===== src/rtl/ad_pkg.sv =====
// Shared types and helpers for the AD channel datapath.
// Sample width, channel-tag sizing and round-robin pointer wrap.
package ad_pkg;

  localparam int AD_DW = 24;

  // Smallest tag width that can name n channels (at least 1 bit).
  function automatic int ch_tag_w(input int n);
    return (n <= 2) ? 1 : $clog2(n);
  endfunction

  function automatic int unsigned rr_next(input int unsigned ptr, input int unsigned n);
    return (ptr == n - 1) ? 0 : ptr + 1;
  endfunction

endpackage


===== src/rtl/ad_rr_pick.sv =====
// Combinational round-robin picker: first set req bit at or after ptr, wrapping.
// Zero latency; no backpressure (pure function of req and ptr).
module ad_rr_pick #(
  parameter int N_CH = 4,
  parameter int CH_W = 3
) (
  input  logic [N_CH-1:0] req,
  input  logic [CH_W-1:0] ptr,
  output logic            gnt_vld,
  output logic [CH_W-1:0] gnt_idx
);

  // Scan from the farthest offset down so the nearest hit to ptr wins.
  always_comb begin
    gnt_vld = 1'b0;
    gnt_idx = '0;
    for (int k = N_CH - 1; k >= 0; k--) begin
      for (int j = 0; j < N_CH; j++) begin
        if (((int'(ptr) + k) % N_CH == j) && req[j]) begin
          gnt_vld = 1'b1;
          gnt_idx = CH_W'(j);
        end
      end
    end
  end

endmodule


===== src/rtl/ad_ch_arb.sv =====
// Round-robin merge of N_CH AD/test-pattern channels into one registered valid/ready port.
// Latency src_vld -> out_vld is 2 cycles; out_rdy low holds the output and 1-deep per-channel holds (overrun sets ovf_flag).
module ad_ch_arb
  import ad_pkg::*;
#(
  parameter int N_CH = 4,
  parameter int CH_W = 3
) (
  input  logic                  clk_sys,
  input  logic                  rst,
  input  logic [AD_DW*N_CH-1:0] ad_data,
  input  logic [N_CH-1:0]       ad_vld,
  input  logic [AD_DW-1:0]      tp_data,
  input  logic                  tp_vld,
  input  logic [7:0]            cfg_ad_tp,
  input  logic [7:0]            cfg_ch_en,
  input  logic                  ovf_clr,
  output logic [AD_DW-1:0]      out_data,
  output logic [CH_W-1:0]       out_ch,
  output logic                  out_vld,
  input  logic                  out_rdy,
  output logic [N_CH-1:0]       ovf_flag,
  output logic                  busy
);

  logic [N_CH-1:0]  src_vld;
  logic [AD_DW-1:0] src_data [N_CH];
  logic [N_CH-1:0]  hold_vld;
  logic [AD_DW-1:0] hold_data [N_CH];
  logic [N_CH-1:0]  req;
  logic [N_CH-1:0]  gnt_oh;
  logic [N_CH-1:0]  ovf_set;
  logic [AD_DW-1:0] gnt_data;
  logic [CH_W-1:0]  rr_ptr;
  logic             pick_vld;
  logic [CH_W-1:0]  pick_idx;
  logic             can_load;
  logic             grant;
  logic             unused_cfg;

  assign unused_cfg = ^{cfg_ad_tp, cfg_ch_en};

  always_comb begin
    for (int i = 0; i < N_CH; i++) begin
      src_vld[i]  = cfg_ch_en[i] & (cfg_ad_tp[i] ? tp_vld : ad_vld[i]);
      src_data[i] = cfg_ad_tp[i] ? tp_data : ad_data[AD_DW*i +: AD_DW];
    end
  end

  // Disabled channels stop requesting immediately so no grant races the clear.
  assign req      = hold_vld & cfg_ch_en[N_CH-1:0];
  assign can_load = ~out_vld | out_rdy;
  assign grant    = pick_vld & can_load;

  ad_rr_pick #(
    .N_CH (N_CH),
    .CH_W (CH_W)
  ) u_pick (
    .req     (req),
    .ptr     (rr_ptr),
    .gnt_vld (pick_vld),
    .gnt_idx (pick_idx)
  );

  always_comb begin
    gnt_data = '0;
    for (int i = 0; i < N_CH; i++) begin
      gnt_oh[i]  = grant && (pick_idx == CH_W'(i));
      ovf_set[i] = src_vld[i] & hold_vld[i] & ~gnt_oh[i];
      if (pick_idx == CH_W'(i)) gnt_data = hold_data[i];
    end
  end

  always_ff @(posedge clk_sys) begin
    for (int i = 0; i < N_CH; i++) begin
      if (src_vld[i]) hold_data[i] <= src_data[i];
    end
  end

  always_ff @(posedge clk_sys) begin
    if (rst) begin
      hold_vld <= '0;
      ovf_flag <= '0;
      out_vld  <= 1'b0;
      out_data <= '0;
      out_ch   <= '0;
      rr_ptr   <= '0;
    end else begin
      for (int i = 0; i < N_CH; i++) begin
        if (!cfg_ch_en[i])   hold_vld[i] <= 1'b0;
        else if (src_vld[i]) hold_vld[i] <= 1'b1;
        else if (gnt_oh[i])  hold_vld[i] <= 1'b0;
        if (ovf_set[i])      ovf_flag[i] <= 1'b1;
        else if (ovf_clr)    ovf_flag[i] <= 1'b0;
      end
      if (can_load) out_vld <= grant;
      if (grant) begin
        out_data <= gnt_data;
        out_ch   <= pick_idx;
        rr_ptr   <= CH_W'(rr_next(32'(pick_idx), N_CH));
      end
    end
  end

  assign busy = (|hold_vld) | out_vld;

endmodule


===== config.mk =====
export PLATFORM = sky130hd
export DESIGN_NAME = ad_ch_arb
export DESIGN_NICKNAME = d
export VERILOG_FILES = /design/src/rtl/ad_pkg.sv /design/src/rtl/ad_rr_pick.sv /design/src/rtl/ad_ch_arb.sv
export SDC_FILE = /design/constraint.sdc
export NUM_CORES = 1
export LEC_CHECK = 0
export BUFFER_PORTS_ARGS = -buffer_cell sky130_fd_sc_hd__buf_2
export CORE_MARGIN = 4
export CORE_UTILIZATION = 30
export CTS_CLUSTER_SIZE = 40
export DETAILED_ROUTE_END_ITERATION = 10
export GPL_ROUTABILITY_DRIVEN = 0
export PLACE_DENSITY_LB_ADDON = 0.15
export SETUP_SLACK_MARGIN = 0.3
export SYNTH_ARGS = -nofsm -noshare
export SYNTH_HDL_FRONTEND = slang
export SYNTH_SLANG_ARGS = --single-unit

===== constraint.sdc =====
create_clock -name clk_sys -period 2.1 [get_ports clk_sys]
set_input_delay 0.315 -clock clk_sys [delete_from_list [all_inputs] [get_ports clk_sys]]
set_output_delay 0.315 -clock clk_sys [all_outputs]
set_load 0.1 [all_outputs]

* Word-level counts from Yosys, hierarchy flattened
Memories as Yosys holds them, arrays and structs flattened.
Cells that the tools add are included.
** Operators by class
- Bitwise logic cells :: 28
- Equal/unequal tests :: 15
- Reductions and logical operators :: 41
- Mux-type cells :: 65
- $add $sub $neg :: 4
** Operator list (number)
- two-way mux 24 bit :: 8
- zero test 32 bit :: 4
- two-way mux 1 bit :: 42
- two-way mux 2 bit :: 15
- logical AND 1 bit :: 20
- == test 3 bit, second input constant :: 6
- nonzero test 2 bit :: 8
- == test 3 x 2 -> 1 bit, second input constant :: 5
- OR reduction 2 bit :: 7
- bitwise AND 1 bit :: 13
- inverter 1 bit :: 9
- adder 2 x 1 -> 2 bit, second input constant :: 2
- adder 2 bit, second input constant :: 2
- bitwise AND 4 bit :: 1
- == test 2 bit, second input constant :: 2
- OR reduction 4 bit :: 1
- bitwise AND 1 bit, first input constant :: 3
- == test 3 x 1 -> 1 bit, second input constant :: 1
- zero test 3 bit :: 1
- == test 2 x 1 -> 1 bit, second input constant :: 1
- OR 1 bit :: 2
** Storage, ports and cells
- Memory bits (writable) :: 96
- Word-level logic and storage cells :: 166
- Memories :: 1
- Bits in registers :: 38
** Memories
- hold_data :: words 4, bits a word 24, read ports 4, clocked after memory_dff 0, write ports 4, RTL line ad_ch_arb.sv:29 : logic [AD_DW-1:0] hold_data [N_CH];

* Logic depth before layout (Yosys ltp)
- Depth in word-level cells :: 26
- Mapped depth :: 11
- Gate-level depth less buffers :: 9

* By module
From an unflattened synthesis, not the netlist that was laid out.
** Second synthesis, totals
- Cell total of the unflattened synthesis :: 452
- Area, all modules :: 6119.6 sq um
** By module, submodules not included
- ad_ch_arb :: cells an instance 439, area each 6039.5 sq um, sequential area each 3663.5 sq um, instances 1
- ad_rr_pick :: cells an instance 13, area each 80.1 sq um, sequential area each 0.0 sq um, instances 1

* Least setup slack after synthesis
No wires, ideal clock.
- Kind :: register -> register
- From :: register hold_vld[1]
- To :: register out_data[10]
- Data arrival time :: 2137 ps
- Buffers on the path :: 2
- Slack :: -157 ps
- Clock period less this slack :: 2257 ps
- Required time :: 1980 ps
- Cell stages (with the launch flop) :: 12
- Cells stage by stage :: dfxtp_1 > and2_1 > nor2_1 > a211oi_1 > or2_2 > ha_1 > buf_4 > nor2b_2 > buf_2 > a221o_1 > a221oi_2 > nor2_1
** On the way
- Longest elaborated chain between the ends :: 22
- Elaborated cells between the ends (all ways) :: 44
- Those cells by class :: eq/ne (3); mux (34); bitwise (2); reduce/logical (5)
** Ends and longest elaborated chain
- from (decl) :: RTL line ad_ch_arb.sv:28 : logic [N_CH-1:0] hold_vld;
- from (signal assigned) :: RTL line ad_ch_arb.sv:82 : hold_vld <= '0;
- from (signal, indexed assignment) :: RTL line ad_ch_arb.sv:90 : if (!cfg_ch_en[i]) hold_vld[i] <= 1'b0;
- from (signal, indexed assignment) :: RTL line ad_ch_arb.sv:91 : else if (src_vld[i]) hold_vld[i] <= 1'b1;
- bitwise AND 4 bit * :: RTL line ad_ch_arb.sv:51 : assign req = hold_vld & cfg_ch_en[N_CH-1:0];
- logical AND 1 bit :: RTL line ad_rr_pick.sv:19 : if (((int'(ptr) + k) % N_CH == j) && req[j]) begin
- two-way mux 1 bit :: RTL line ad_rr_pick.sv:19
- two-way mux 2 bit (14 in series) :: RTL line ad_rr_pick.sv:19
- zero test 3 bit :: RTL line ad_ch_arb.sv:70 : if (pick_idx == CH_W'(i)) gnt_data = hold_data[i];
- two-way mux 24 bit (4 in series) :: RTL line ad_ch_arb.sv:70
- to (signal assigned) :: RTL line ad_ch_arb.sv:98 : out_data <= gnt_data;
- to (decl) :: RTL line ad_ch_arb.sv:18 : output logic [AD_DW-1:0] out_data,
Every way passes the cells marked *; elsewhere a longest branch is shown, timed or not.
A chain may end at the register's enable or synchronous reset.

* Worst setup path in the final report
- From :: register hold_vld[3]
- To :: register out_data[21]
** On the way
- Longest elaborated chain between the ends :: 20
- Elaborated cells between the ends (all ways) :: 40
- Those cells by class :: eq/ne (3); mux (30); bitwise (2); reduce/logical (5)
** Ends and longest elaborated chain
- bitwise AND 4 bit * :: RTL line ad_ch_arb.sv:51
- logical AND 1 bit :: RTL line ad_rr_pick.sv:19
- two-way mux 2 bit (12 in series) :: RTL line ad_rr_pick.sv:19
- two-way mux 2 bit * :: RTL line ad_rr_pick.sv:19
- named net pick_idx[0] :: RTL line ad_ch_arb.sv:36 : logic [CH_W-1:0] pick_idx;
- zero test 3 bit :: RTL line ad_ch_arb.sv:70
- two-way mux 24 bit (3 in series) :: RTL line ad_ch_arb.sv:70
- two-way mux 24 bit * :: RTL line ad_ch_arb.sv:70
Mark *: on every way through the listed nets, which the timed path passes. The rest lies on a longest branch.

==> results.yml <==
synth:
  postSynth.asyncResetShare_pct: 0
  synth.yosys.warnings: 0
  synth.yosys.seq_area_share_pct: 56.1
  synth.ff_latch_count: 133
  syn_area_sq_um: 6460
  dominantRegCellSynth: "edfxtp_1"
  number_of_enable_flip_flop_cells_after_synthesis: 96
  syn-instance-count: 468
  yosysUniqueCellTypes: 42
  yosys.area.top_type_share_pct: 44.6
  syn-mean-instance-area_sq_um: 13.8
  synth_net_count: 617
  synth_top_cells_by_area: "edfxtp_1 (45%), mux2_2 (17%), dfxtp_1 (11%)"
  post-synth-top-area-cell: "edfxtp_1"
routing:
  average_wire_per_standard_cell_um: 22.0
  drc: 0
  vias: 4771
  drt-initial-drc-count: 230
  first_pass_iters: 4
  antenna_left: 0
  route.detailed.vias_per_inst: 4.94
  routed_wirelength_um: 21200
sta:
  tightest_slew_ps: 799
  period_minus_slack_ps: 2100
  fmaxAchievable_ghz: 0.475
  period_share_pct: 100
  slew-limit-headroom_pct: 46.6
  layout_setup_ws_ps: -4.30
  final_hold_viols: 0
  grt_setup_unrepaired: "yes"
  maxSlewViolCount: 0
  clock_skew_after_layout_ps: 6.92
  setup_violations: 2
floorplan:
  die_wd_um: 155
  fp.dieArea_sq_um: 23900
  i_o_pins: 178
  initial_core_util_pct: 30.6
  fp-row-count: 53
  die-height_um: 155
  coreArea_sq_um: 21100
layout:
  syn_to_final_growth_pct: 36.4
  layout.filler_cells: 2028
  layout_common_cells: "buf_2 (167), mux2_2 (100), edfxtp_1 (96)"
  post_route_cells_drive_above_1_share_pct: 61.2
  layout_commonest_cell: "buf_2"
  number_of_diodes: 0
  finish.net_count: 827
placed_design:
  place.port_buffers: 168
  post-place-ws_ps: -334
  detailedPlacementHpwl_um: 13500
grt:
  grt_pass1_vias: 5107
  antenna_found_initial: 0
  global_route.usage.total_pct: 17.4
  largest_net_degree_at_the_start_of_global_routing: 25
  grt_remaining_overflow: 0
  grt_pass1_wl_um: 30800
critical_path:
  reg2reg_setup_slack_ps: -4
  timing.critical_path.slowest_cell_delay_ps: 340
  criticalPathCategory: "reg -> reg"
  worstSetupEndpointType: "flip-flop"
  worst-endpoint-arrival_ps: 2400
  critPathLaunchType: "flip-flop"
  r2r_end: "out_data[21]"
  regToRegStartpoint: "hold_vld[3]"
  timing.critical_path.slowest_stage_cell: "a221o_1"
  rr_worst_depth: 9
  worstPathMaxFanout: 6
  critPathRequiredTime_ps: 2400
  timing.critical_path.cells: "and2_4 -> o221ai_2 -> a21oi_2 -> buf_4 -> ha_4 -> nor2b_4 -> a221o_1 -> a221oi_2 -> nor3_2"
clocking:
  root_buffer: "clkbuf_16"
  cts_tree: "yes"
  htree_num_levels: 4
  clock_sinks: 133
  worst_path_clk_slew_ps: 60
  clock_insertion_delay_worst_skew_ps: 420
  cts_made_buffers: 17
  max_clock_buf_depth: 2
worst_hold_path:
  worst_hold_path.endpoint: "hold_data[3][16]"
  worstHoldPathType: "in -> reg"
  min_path_cells: 2
  timing.hold.worst.start: "ad_data[88]"
power:
  post-layout-total-power_mw: 7.56
  leakage_nw: 3.52
  power.density_nw_per_um2: 859
  ir_drop_uv: 428
run_status:
  failed_checks: "negative setup slack"
  outcome: "finished with violations"
job:
  timing.max_cap.violations: 0
==> cells by family (layout without fill, tap and decap cells) <==
group | Yosys count | count (layout) | synth area share (%)
AO/OA/AOI/OAI | 118 | 119 | 17.2
adder cells (fa/ha/maj) | 4 | 4 | 0.775
buffers and inverters | 48 | 267 | 3.84
flip-flops | 133 | 133 | 56.1
multiplexers | 100 | 100 | 17.4
other | 1 | 1 | 0.0581
AND/OR/NAND/NOR | 64 | 66 | 4.57
==> worst max-delay path: cells and delay by family, from the launching register on <==
| kind | cells | cell delay (ps) |
|---|---|---|
| AO/OA/AOI/OAI | 4 | 950 |
| flip-flops | 1 | 330 |
| AND/OR/NAND/NOR | 3 | 310 |
| adder cells (fa/ha/maj) | 1 | 210 |
| buffers and inverters | 1 | 170 |
==> cell usage after synthesis (3+ instances only) <==
cell        n
nand2_1    18
ha_1        4
o21ai_0     9
nor3_2      4
o31ai_1     3
nand3_1     4
edfxtp_1   96
nor2_1     29
a21oi_1     7
a221oi_2   24
o21a_1     25
inv_1       9
buf_2      20
a221o_1    23
clkbuf_1   11
mux2_2    100
o21ai_1    15
dfxtp_1    37
buf_4       3
==> flip-flops by register name, indices dropped and copies added, names as in the netlist <==
name / cells
hold_vld: 4
ovf_flag: 4
out_ch: 2
hold_data: 96
out_data: 24
out_vld: 1
rr_ptr: 2
==> per-layer routing <==
layer	vias to the layer above	GRT usage, %	wire length [um]
li1	2251	-	-
met1	2355	22.2	9370
met2	143	29.3	10500
met3	22	3.67	907
met5	-	0	0
met4	0	5.93	395
==> cell type report <==
cell class | count | area (sq um) | share of cell area, %
Sequential cell | 133 | 3630 | 41.3
Multi-Input combinational cell | 290 | 2780 | 31.6
Timing Repair Buffer | 225 | 1400 | 15.9
Clock buffer | 20 | 447 | 5.07
Tap cell | 275 | 344 | 3.91
Clock inverter | 11 | 151 | 1.72
Inverter | 11 | 48.8 | 0.554
==> power breakdown <==
group          internal (mW)  switching, mW  total, mW
logic                  0.513          0.885       1.40
clock network           1.89           1.11       3.01
registers               3.07         0.0856       3.15
total                   5.48           2.08       7.56
==> stage by stage <==
| stage | hold slack, ps | cells | cell area, sq um | TNS, ps | utilization, % |
|---|---|---|---|---|---|
| floorplan | 415 | 468 | 6570 | 0 | - |
| global placement | 435 | 921 | 7910 | -6200 | 37.5 |
| detailed placement | 454 | 921 | 7910 | -6670 | 37.5 |
| CTS | 181 | 959 | 8650 | 0 | 41.0 |
| global route | 185 | 965 | 8810 | -1300 | 41.8 |
| finish | 199 | 965 | 8810 | -5.61 | 41.8 |
==> worst max-delay path by stage <==
stage	start	endpoint	slack (ps)
floorplan	hold_vld[1]	out_data[0]	30
global placement	cfg_ch_en[1]	out_data[21]	-310
detailed placement	cfg_ch_en[1]	out_data[19]	-330
CTS	hold_vld[1]	out_data[21]	40
global route	rr_ptr[0]	out_data[10]	-100
finish	hold_vld[3]	out_data[21]	-4
==> timing repair <==
item	CTS	global route
hold buffers	0	0
cloned	3	1
buffers inserted	4	5
setup endpoints to repair	31	33
resized for setup	18	22
hold endpoints to repair	0	0
pin swaps	11	22
Power figures use the tool's default switching activity.
